[src/rtl/i2c_uart_tx_arbiter.sv]
// i2c_uart_tx_arbiter: shares one UART transmitter between a FIFO of bytes
// received over I2C and a single-entry status request channel. Round-robin
// arbitration, tx_start/tx_busy handshake sequencing, start timeout and
// FIFO overflow detection.
// Optional build macro: I2CU_FRAME_EN adds a FRAME requester that sends
// FRAME_BYTE after each I2C transaction that delivered at least one byte.
module i2c_uart_tx_arbiter #(
    parameter int          DEPTH      = 8,
    parameter int          BUSY_TO    = 15,
    parameter logic [7:0]  FRAME_BYTE = 8'h0A
) (
    input  logic                     clk,
    input  logic                     rst_n,
    input  logic [7:0]               i2c_data,
    input  logic                     i2c_valid,
    input  logic                     i2c_stop,
    input  logic                     stat_req,
    input  logic [7:0]               stat_data,
    output logic                     stat_ack,
    output logic [7:0]               tx_data,
    output logic                     tx_start,
    input  logic                     tx_busy,
    output logic [$clog2(DEPTH):0]   fifo_level,
    output logic                     overflow,
    output logic                     start_err,
    input  logic                     err_clr
);

    localparam int AW = $clog2(DEPTH);
    localparam int LW = AW + 1;
    localparam int CW = $clog2(BUSY_TO + 1);
    localparam logic GRANT_DATA = 1'b0;
    localparam logic GRANT_STAT = 1'b1;

    typedef enum logic [1:0] {
        IDLE      = 2'd0,
        LOAD      = 2'd1,
        WAIT_BUSY = 2'd2,
        WAIT_DONE = 2'd3
    } state_t;

    state_t          state_r, next_state_s;
    logic [7:0]      mem_r [DEPTH];
    logic [AW-1:0]   wr_ptr_r, rd_ptr_r;
    logic [LW-1:0]   count_r;
    logic [CW-1:0]   cnt_r;
    logic            last_grant_r;
    logic [7:0]      tx_data_r;
    logic            tx_start_r, stat_ack_r, overflow_r, start_err_r;

    logic            full_s, push_s, drop_s, pop_s;
    logic            data_cand_s, frame_cand_s;
    logic            grant_data_s, grant_stat_s, grant_frame_s, grant_any_s;
    logic            cnt_clr_s, cnt_inc_s, timeout_s;

    // Full is judged on the registered occupancy, so a push into a full FIFO
    // is dropped even when a pop happens in the same cycle.
    assign full_s      = (count_r == LW'(DEPTH));
    assign push_s      = i2c_valid & ~full_s;
    assign drop_s      = i2c_valid & full_s;
    assign pop_s       = grant_data_s;
    assign data_cand_s = (count_r != LW'(0));
    assign grant_any_s = grant_data_s | grant_stat_s | grant_frame_s;

`ifdef I2CU_FRAME_EN
    logic frame_pend_r, pushed_since_r, frame_set_s;

    // A stop arms one delimiter, only if bytes arrived since the last one.
    assign frame_set_s  = i2c_stop & ~frame_pend_r & (pushed_since_r | push_s);
    // The delimiter waits for the FIFO to drain so it trails the transaction.
    assign frame_cand_s = frame_pend_r & ~data_cand_s;

    // Pending-delimiter flag and the bytes-since-last-delimiter tracker.
    always_ff @(posedge clk or negedge rst_n) begin
        if (!rst_n) begin
            frame_pend_r   <= 1'b0;
            pushed_since_r <= 1'b0;
        end else begin
            if (frame_set_s) begin
                frame_pend_r <= 1'b1;
            end else if (grant_frame_s) begin
                frame_pend_r <= 1'b0;
            end else begin
                frame_pend_r <= frame_pend_r;
            end
            if (frame_set_s) begin
                pushed_since_r <= 1'b0;
            end else if (push_s) begin
                pushed_since_r <= 1'b1;
            end else begin
                pushed_since_r <= pushed_since_r;
            end
        end
    end
`else
    logic unused_stop_s;
    assign unused_stop_s = i2c_stop;
    assign frame_cand_s  = 1'b0;
`endif

    // FSM state register.
    always_ff @(posedge clk or negedge rst_n) begin
        if (!rst_n) begin
            state_r <= IDLE;
        end else begin
            state_r <= next_state_s;
        end
    end

    // Next-state, arbitration and timeout-counter control.
    always_comb begin
        next_state_s  = state_r;
        grant_data_s  = 1'b0;
        grant_stat_s  = 1'b0;
        grant_frame_s = 1'b0;
        cnt_clr_s     = 1'b0;
        cnt_inc_s     = 1'b0;
        timeout_s     = 1'b0;
        case (state_r)
            IDLE: begin
                if (data_cand_s && stat_req) begin
                    if (last_grant_r == GRANT_DATA) begin
                        grant_stat_s = 1'b1;
                    end else begin
                        grant_data_s = 1'b1;
                    end
                    next_state_s = LOAD;
                end else if (data_cand_s) begin
                    grant_data_s = 1'b1;
                    next_state_s = LOAD;
                end else if (stat_req) begin
                    grant_stat_s = 1'b1;
                    next_state_s = LOAD;
                end else if (frame_cand_s) begin
                    grant_frame_s = 1'b1;
                    next_state_s  = LOAD;
                end else begin
                    next_state_s = IDLE;
                end
            end
            LOAD: begin
                cnt_clr_s    = 1'b1;
                next_state_s = WAIT_BUSY;
            end
            WAIT_BUSY: begin
                // Busy is still accepted on the BUSY_TO-th cycle after tx_start;
                // the error is declared only once that cycle has passed.
                if (tx_busy) begin
                    next_state_s = WAIT_DONE;
                end else if (cnt_r == CW'(BUSY_TO - 1)) begin
                    timeout_s    = 1'b1;
                    next_state_s = IDLE;
                end else begin
                    cnt_inc_s    = 1'b1;
                    next_state_s = WAIT_BUSY;
                end
            end
            WAIT_DONE: begin
                if (!tx_busy) begin
                    next_state_s = IDLE;
                end else begin
                    next_state_s = WAIT_DONE;
                end
            end
            default: begin
                next_state_s = IDLE;
            end
        endcase
    end

    // FIFO storage; no reset needed, validity is tracked by the pointers.
    always_ff @(posedge clk) begin
        if (push_s) begin
            mem_r[wr_ptr_r] <= i2c_data;
        end
    end

    // FIFO pointers and occupancy; pointers wrap naturally at DEPTH.
    always_ff @(posedge clk or negedge rst_n) begin
        if (!rst_n) begin
            wr_ptr_r <= '0;
            rd_ptr_r <= '0;
            count_r  <= '0;
        end else begin
            if (push_s) begin
                wr_ptr_r <= wr_ptr_r + AW'(1);
            end
            if (pop_s) begin
                rd_ptr_r <= rd_ptr_r + AW'(1);
            end
            case ({push_s, pop_s})
                2'b10:   count_r <= count_r + LW'(1);
                2'b01:   count_r <= count_r - LW'(1);
                default: count_r <= count_r;
            endcase
        end
    end

    // Start-timeout counter, cleared while the start pulse is out.
    always_ff @(posedge clk or negedge rst_n) begin
        if (!rst_n) begin
            cnt_r <= '0;
        end else if (cnt_clr_s) begin
            cnt_r <= '0;
        end else if (cnt_inc_s) begin
            cnt_r <= cnt_r + CW'(1);
        end else begin
            cnt_r <= cnt_r;
        end
    end

    // Grant side effects: byte capture, start pulse, status ack, round-robin.
    always_ff @(posedge clk or negedge rst_n) begin
        if (!rst_n) begin
            tx_data_r    <= 8'h00;
            tx_start_r   <= 1'b0;
            stat_ack_r   <= 1'b0;
            last_grant_r <= GRANT_DATA;
        end else begin
            tx_start_r <= grant_any_s;
            stat_ack_r <= grant_stat_s;
            if (grant_data_s) begin
                tx_data_r    <= mem_r[rd_ptr_r];
                last_grant_r <= GRANT_DATA;
            end else if (grant_stat_s) begin
                tx_data_r    <= stat_data;
                last_grant_r <= GRANT_STAT;
            end else if (grant_frame_s) begin
                tx_data_r    <= FRAME_BYTE;
            end
        end
    end

    // Sticky error flags; a set in the current cycle beats a clear.
    always_ff @(posedge clk or negedge rst_n) begin
        if (!rst_n) begin
            overflow_r  <= 1'b0;
            start_err_r <= 1'b0;
        end else begin
            if (drop_s) begin
                overflow_r <= 1'b1;
            end else if (err_clr) begin
                overflow_r <= 1'b0;
            end
            if (timeout_s) begin
                start_err_r <= 1'b1;
            end else if (err_clr) begin
                start_err_r <= 1'b0;
            end
        end
    end

    assign tx_data    = tx_data_r;
    assign tx_start   = tx_start_r;
    assign stat_ack   = stat_ack_r;
    assign fifo_level = count_r;
    assign overflow   = overflow_r;
    assign start_err  = start_err_r;

endmodule
[config.mk]
export PLATFORM = sky130hd
export DESIGN_NAME = i2c_uart_tx_arbiter
export DESIGN_NICKNAME = d
export VERILOG_FILES = /design/src/rtl/i2c_uart_tx_arbiter.sv
export SDC_FILE = /design/constraint.sdc
export NUM_CORES = 1
export LEC_CHECK = 0
export ABC_CLOCK_PERIOD_IN_PS = 3500
export CORE_ASPECT_RATIO = 2
export CORE_MARGIN = 4
export CORE_UTILIZATION = 56
export DETAILED_ROUTE_END_ITERATION = 7
export PLACE_DENSITY = 0.87
export RECOVER_POWER = 100
export SYNTH_ARGS = -nofsm -noshare
export SYNTH_HDL_FRONTEND = slang
export SYNTH_SLANG_ARGS = --single-unit
[constraint.sdc]
create_clock -name clk -period 3.5 [get_ports clk]
set_clock_uncertainty 0.05 [all_clocks]
set_input_delay 0.7 -clock clk [delete_from_list [all_inputs] [get_ports clk]]
set_output_delay 0.7 -clock clk [all_outputs]
set_load 0.005 [all_outputs]
== After elaboration in Yosys (flattened, before gate mapping) ==
Memories as Yosys holds them, arrays and structs flattened.
Cells that the tools add are included.
W data, S select, Z words.
Cells by class
  div/mod/pow operators: 0
  reduce and logical (&&, ||, !) cells: 8
  multipliers: 0
  equality and inequality tests: 7
  magnitude comparators: 0
  add/sub/neg operators: 5
  bitwise operators: 4
  shifts and indexed selects: 0
  multiplexer cells: 35
Operators with widths (count)
  $mux W1: 26
  $mux W8: 2
  $reduce_bool A2 Y1: 5
  $add A4 B1 Y4 const B: 2
  $eq A4 B4 Y1 const B: 2
  $mux W4: 2
  $pmux W2 S4: 1
  $pmux W4 S2: 1
  $add A3 B1 Y3 const B: 2
  $eq A2 B2 Y1 const B: 3
  $mux W2: 3
  $eq A2 B1 Y1 const B: 2
  $reduce_bool A4 Y1: 1
  $sub A4 B1 Y4 const B: 1
  $and A1 B1 Y1: 2
  $logic_not A2 Y1: 1
  $logic_and A1 B1 Y1: 1
  $not A1 Y1: 1
  $or A1 B1 Y1: 1
Storage, ports and cells
  memories: 1
  word-level logic and storage cells: 71
  bits in writable memories: 64
  output and inout port bits: 16
  input port bits: 23
  memory bits (read-only): 0
  register bits after elaboration: 29
  latch bits: 0
Memories
  mem_r: words 8, bits a word 8, read ports 1, clocked after Yosys merged registers in 0, write ports 1, RTL line 43  | logic [7:0] mem_r [DEPTH];

== Logic depth before layout (Yosys ltp) ==
  depth in word-level cells: 6
  depth in mapped cells: 10
  gate-level depth less buffers: 10

== Worst setup path before layout ==
OpenSTA, ideal clock, no wires.
  path type: input-to-reg
  start: in i2c_valid
  end: mem mem_r[4][0], enable pin
  data arrival time: 2177 ps
  path buffers: 0
  stages: 3
  slack: 875 ps
  data required time: 3052 ps
  setup time: 398 ps
  cells stage by stage: a21boi_1 -> inv_1 -> nor4b_1
Between the ends
  cells in the longest elaborated chain, start to end: 3
Ends and longest elaborated chain
  start: declaration: RTL line 15  | input logic i2c_valid,
  $and A1 B1 Y1: RTL line 59  | assign push_s = i2c_valid & ~full_s;
  $mux W1: RTL line 173  | if (push_s) begin
  $mux W1 (implied by the code): RTL line 174  | mem_r[wr_ptr_r] <= i2c_data;
  end: declaration: RTL line 43
Every way passes these cells.

== Worst setup path after layout ==
  start: in stat_req
  end: reg count_r[2] (netlist: fifo_level[2])
Between the ends
  cells in the longest elaborated chain, start to end: 5
Ends and longest elaborated chain
  start: declaration: RTL line 17  | input logic stat_req,
  $logic_and A1 B1 Y1 *: RTL line 121  | if (data_cand_s && stat_req) begin
  $mux W1 *: RTL line 121
  $mux W1 *: RTL line 119  | case (state_r)
  $eq A2 B1 Y1 / $eq A2 B2 Y1 (equally long branches): RTL line 191  | case ({push_s, pop_s})
  $pmux W4 S2 / $reduce_bool A2 Y1 (equally long branches)
  end signal: assignment: RTL line 192  | 2'b10: count_r <= count_r + LW'(1);
  end signal: assignment: RTL line 193  | 2'b01: count_r <= count_r - LW'(1);
  end signal: assignment: RTL line 194  | default: count_r <= count_r;
  end: declaration: RTL line 45  | logic [LW-1:0] count_r;
Every way passes the cells marked *; elsewhere a longest branch is shown, timed or not.
A chain may end at the register's enable or synchronous reset.

==> flow_summary.json <==
{
  "status": "finished with violations",
  "violations": "capacitance limit, slew limit",
  "final_cell_area_um2": 4570,
  "ctsResizeCount": 0,
  "gr-usage-all-layers_pct": 20.3,
  "viasPerCell": 5.94,
  "leakage_nw": 1.71,
  "grt_max_degree": 30,
  "cts_max_path_buffers": 2,
  "fmax_mhz": 335,
  "die_area_um2": 8380,
  "r2r_cells": 10,
  "grt_pass1_vias": 2321,
  "seq_area_frac_synth_pct": 68.5,
  "numPortBuffers": 37,
  "synth_largest_area_cell": "edfxtp_1",
  "timing.final.crit_share_pct": 85.2,
  "die_w_um": 66.7,
  "grt_remaining_overflow": 0,
  "worst_path_max_delay_cell": "clkdlybuf4s50_1",
  "cts_buffers": 9,
  "syn_area_per_cell_um2": 17.3,
  "postCtsSetupBuffers": 0,
  "synth.area.mux_share_pct": 12.9,
  "maxSlewViolCount": 30,
  "cts_tree": "done",
  "crit_path_max_fanout": 10,
  "postCtsHoldBufs": 0,
  "rrSetupSlack_ns": 0.58,
  "start_kind": "input port",
  "setup_violations": 0,
  "crit_buf_inv": 2,
  "path_clk_slew_ns": 0.07,
  "worst_pin_slew_ns": 1.61,
  "layout_commonest_cell": "edfxtp_1",
  "clkLatencyLatePin_ns": 0.34,
  "cts_sinks": 93,
  "cp_common_cell": "xor2_1",
  "hold_end": "tx_data[5]",
  "final_util_pct": 68.4,
  "drt_iter0_drc": 163,
  "synth_top_area_share_pct": 49.7,
  "diodes": 0,
  "path_cells": "clkdlybuf4s50_1 > or2b_2 > nand3_1 > inv_6 > ha_1 > xor2_1 > ha_1 > a21oi_1 > xor2_1 > nor2_1 > xor2_1",
  "totalNegativeSetupSlack_ns": 0,
  "yosys.area_share.simple_pct": 6.93,
  "syn_nets": 254,
  "maxCapViolations": 1,
  "htree_levels": 3,
  "final_cell_mix": "edfxtp_1, dfrtp_1, dlygate4sd3_1",
  "syn_area_um2": 3860,
  "gp_congestion": 0.809,
  "hold_depth": 1,
  "coreArea_um2": 6670,
  "reg2reg_from": "fifo_level[1]",
  "cp.arrival_ns": 3.14,
  "routed_wirelength_mm": 7.60,
  "synthDistinctLibCells": 41,
  "yosys_warnings": 0,
  "hp-start": "tx_data[5]",
  "hold_slack_ns": 0.469,
  "fin_nets": 305,
  "area_growth_pct": 18.2,
  "irDropWorstVdd_mv": 0.441,
  "nFillCells": 454,
  "final_antenna_net_count": 0,
  "synth_top_family_by_area": "multiplexers",
  "path_delay_family": "simple AND/OR/NAND/NOR gates",
  "drc": 0,
  "synth_compound_area_share_pct": 4.47,
  "ios": 39,
  "vias": 2187,
  "synth-seq-cells": 93,
  "max_stage_delay_ns": 0.51,
  "die_y_um": 125,
  "reg2reg_to": "fifo_level[2]",
  "start_util_pct": 57.9,
  "rows": 42,
  "critical_path.endpoint_type": "flip-flop",
  "crit_required_ns": 3.66,
  "routedWlPerCell_um": 20.7,
  "dp_hpwl_mm": 5.02,
  "power_mw": 3.62,
  "relSlewSlack_pct": -7.01,
  "power_density_nw_per_um2": 792,
  "fin_crit_ns": 2.98,
  "worstSetupPathType": "in2reg",
  "grt_pass1_wl_mm": 12.2,
  "synthXorXnorAreaFrac_pct": 2.49,
  "rsz0062_at_grt": "no",
  "hold_viol": 0,
  "first_pass_iters": 4,
  "postSynthCellCount": 224,
  "hold_class": "reg2reg",
  "yosys.area_share.adder_pct": 2.27,
  "root_buffer": "clkbuf_16",
  "synthTopCellsByArea": "edfxtp_1, dfrtp_1, mux4_1",
  "antenna_found_initial": 0,
  "placed_cell_area_um2": 4370,
  "critical_path_depth": 11,
  "drive_gt1_share_pct": 8.93
}
[through the flow]
stage,std cells,setup slack [ns]
after floorplan,224,0.875
after detailed placement,352,0.452
after global placement,352,0.513
after global routing,368,0.387
after CTS,368,0.751
final,368,0.519
[worst register-to-register path, stage by stage, from the launching register on]
cell and delay (ns):
dfrtp_1 0.47, or4_1 0.63, nand3_1 0.43, inv_6 0.07, ha_1 0.28, xor2_1 0.18, ha_1 0.19, a21oi_1 0.14
xor2_1 0.16, nor2_1 0.07, xor2_1 0.14
[layer usage]
layer	vias to the layer above	GRT usage (%)	part of all wire, %
met5	-	0	0
li1	976	-	-
met1	1120	21.7	36
met2	74	35.6	57
met3	17	5.92	5.2
met4	0	9.34	2.2
[registers in the layout (all words and copies together) (netlist names)]
register      flops
cnt_r             4
stat_ack          1
rd_ptr_r          3
overflow          1
last_grant_r      1
state_r           2
tx_data           8
mem_r            64
fifo_level        4
wr_ptr_r          3
tx_start          1
start_err         1
[how the worst max path moves through the flow]
stage	startpoint	endpoint
final	stat_req	fifo_level[2]
after floorplan	i2c_valid	mem_r[4][0]
after global routing	stat_req	fifo_level[2]
after global placement	stat_req	fifo_level[2]
after CTS	stat_req	fifo_level[2]
after detailed placement	stat_req	fifo_level[2]
[cell type report]
| class | count | area (um^2) | area share (%) |
|---|---|---|---|
| multi-input cells | 115 | 1090 | 23.9 |
| inverters | 8 | 35.0 | 0.767 |
| clock buffers | 10 | 229 | 5.01 |
| repair buffers | 48 | 415 | 9.09 |
| flip-flops and latches | 93 | 2650 | 58.0 |
| clock inverters | 6 | 37.5 | 0.822 |
| well taps | 88 | 110 | 2.41 |
[Yosys cell counts (all sizes together)]
| master | number |
|---|---|
| xnor2 | 4 |
| a211oi | 2 |
| edfxtp | 64 |
| nand2b | 2 |
| a21oi | 2 |
| nand3 | 7 |
| mux2 | 2 |
| xor2 | 7 |
| nor3 | 4 |
| a222oi | 1 |
| nor4b | 1 |
| nor2b | 1 |
| nor3b | 3 |
| and3 | 1 |
| a21boi | 1 |
| dfrtp | 29 |
| ha | 7 |
| nand2 | 13 |
| a31oi | 1 |
| nor2 | 12 |
| nor4 | 1 |
| a221o | 7 |
| a21o | 1 |
| inv | 8 |
| and4bb | 1 |
| o21ai | 7 |
| mux4 | 16 |
| nand4bb | 1 |
| or2b | 1 |
| buf | 8 |
| or4 | 1 |
| mux2i | 8 |
[logic make-up (layout without fill, tap and decap cells)]
group | count (synthesis) | in the layout
DFF | 93 | 93
and+or+nand+nor | 49 | 49
muxes | 26 | 26
AOI/OAI and AO/OA | 22 | 22
buffers and inverters | 16 | 72
xor gates and xnor gates | 11 | 11
adders and majority gates | 7 | 7
[power breakdown]
group | switching [mW] | total [mW] | internal (mW) | leakage, nW
clock | 0.386 | 0.865 | 0.479 | 0.130
sequential | 0.290 | 1.73 | 1.44 | 0.941
combinational | 0.453 | 1.02 | 0.571 | 0.642
No activity file was read; power rests on OpenSTA's default activity.
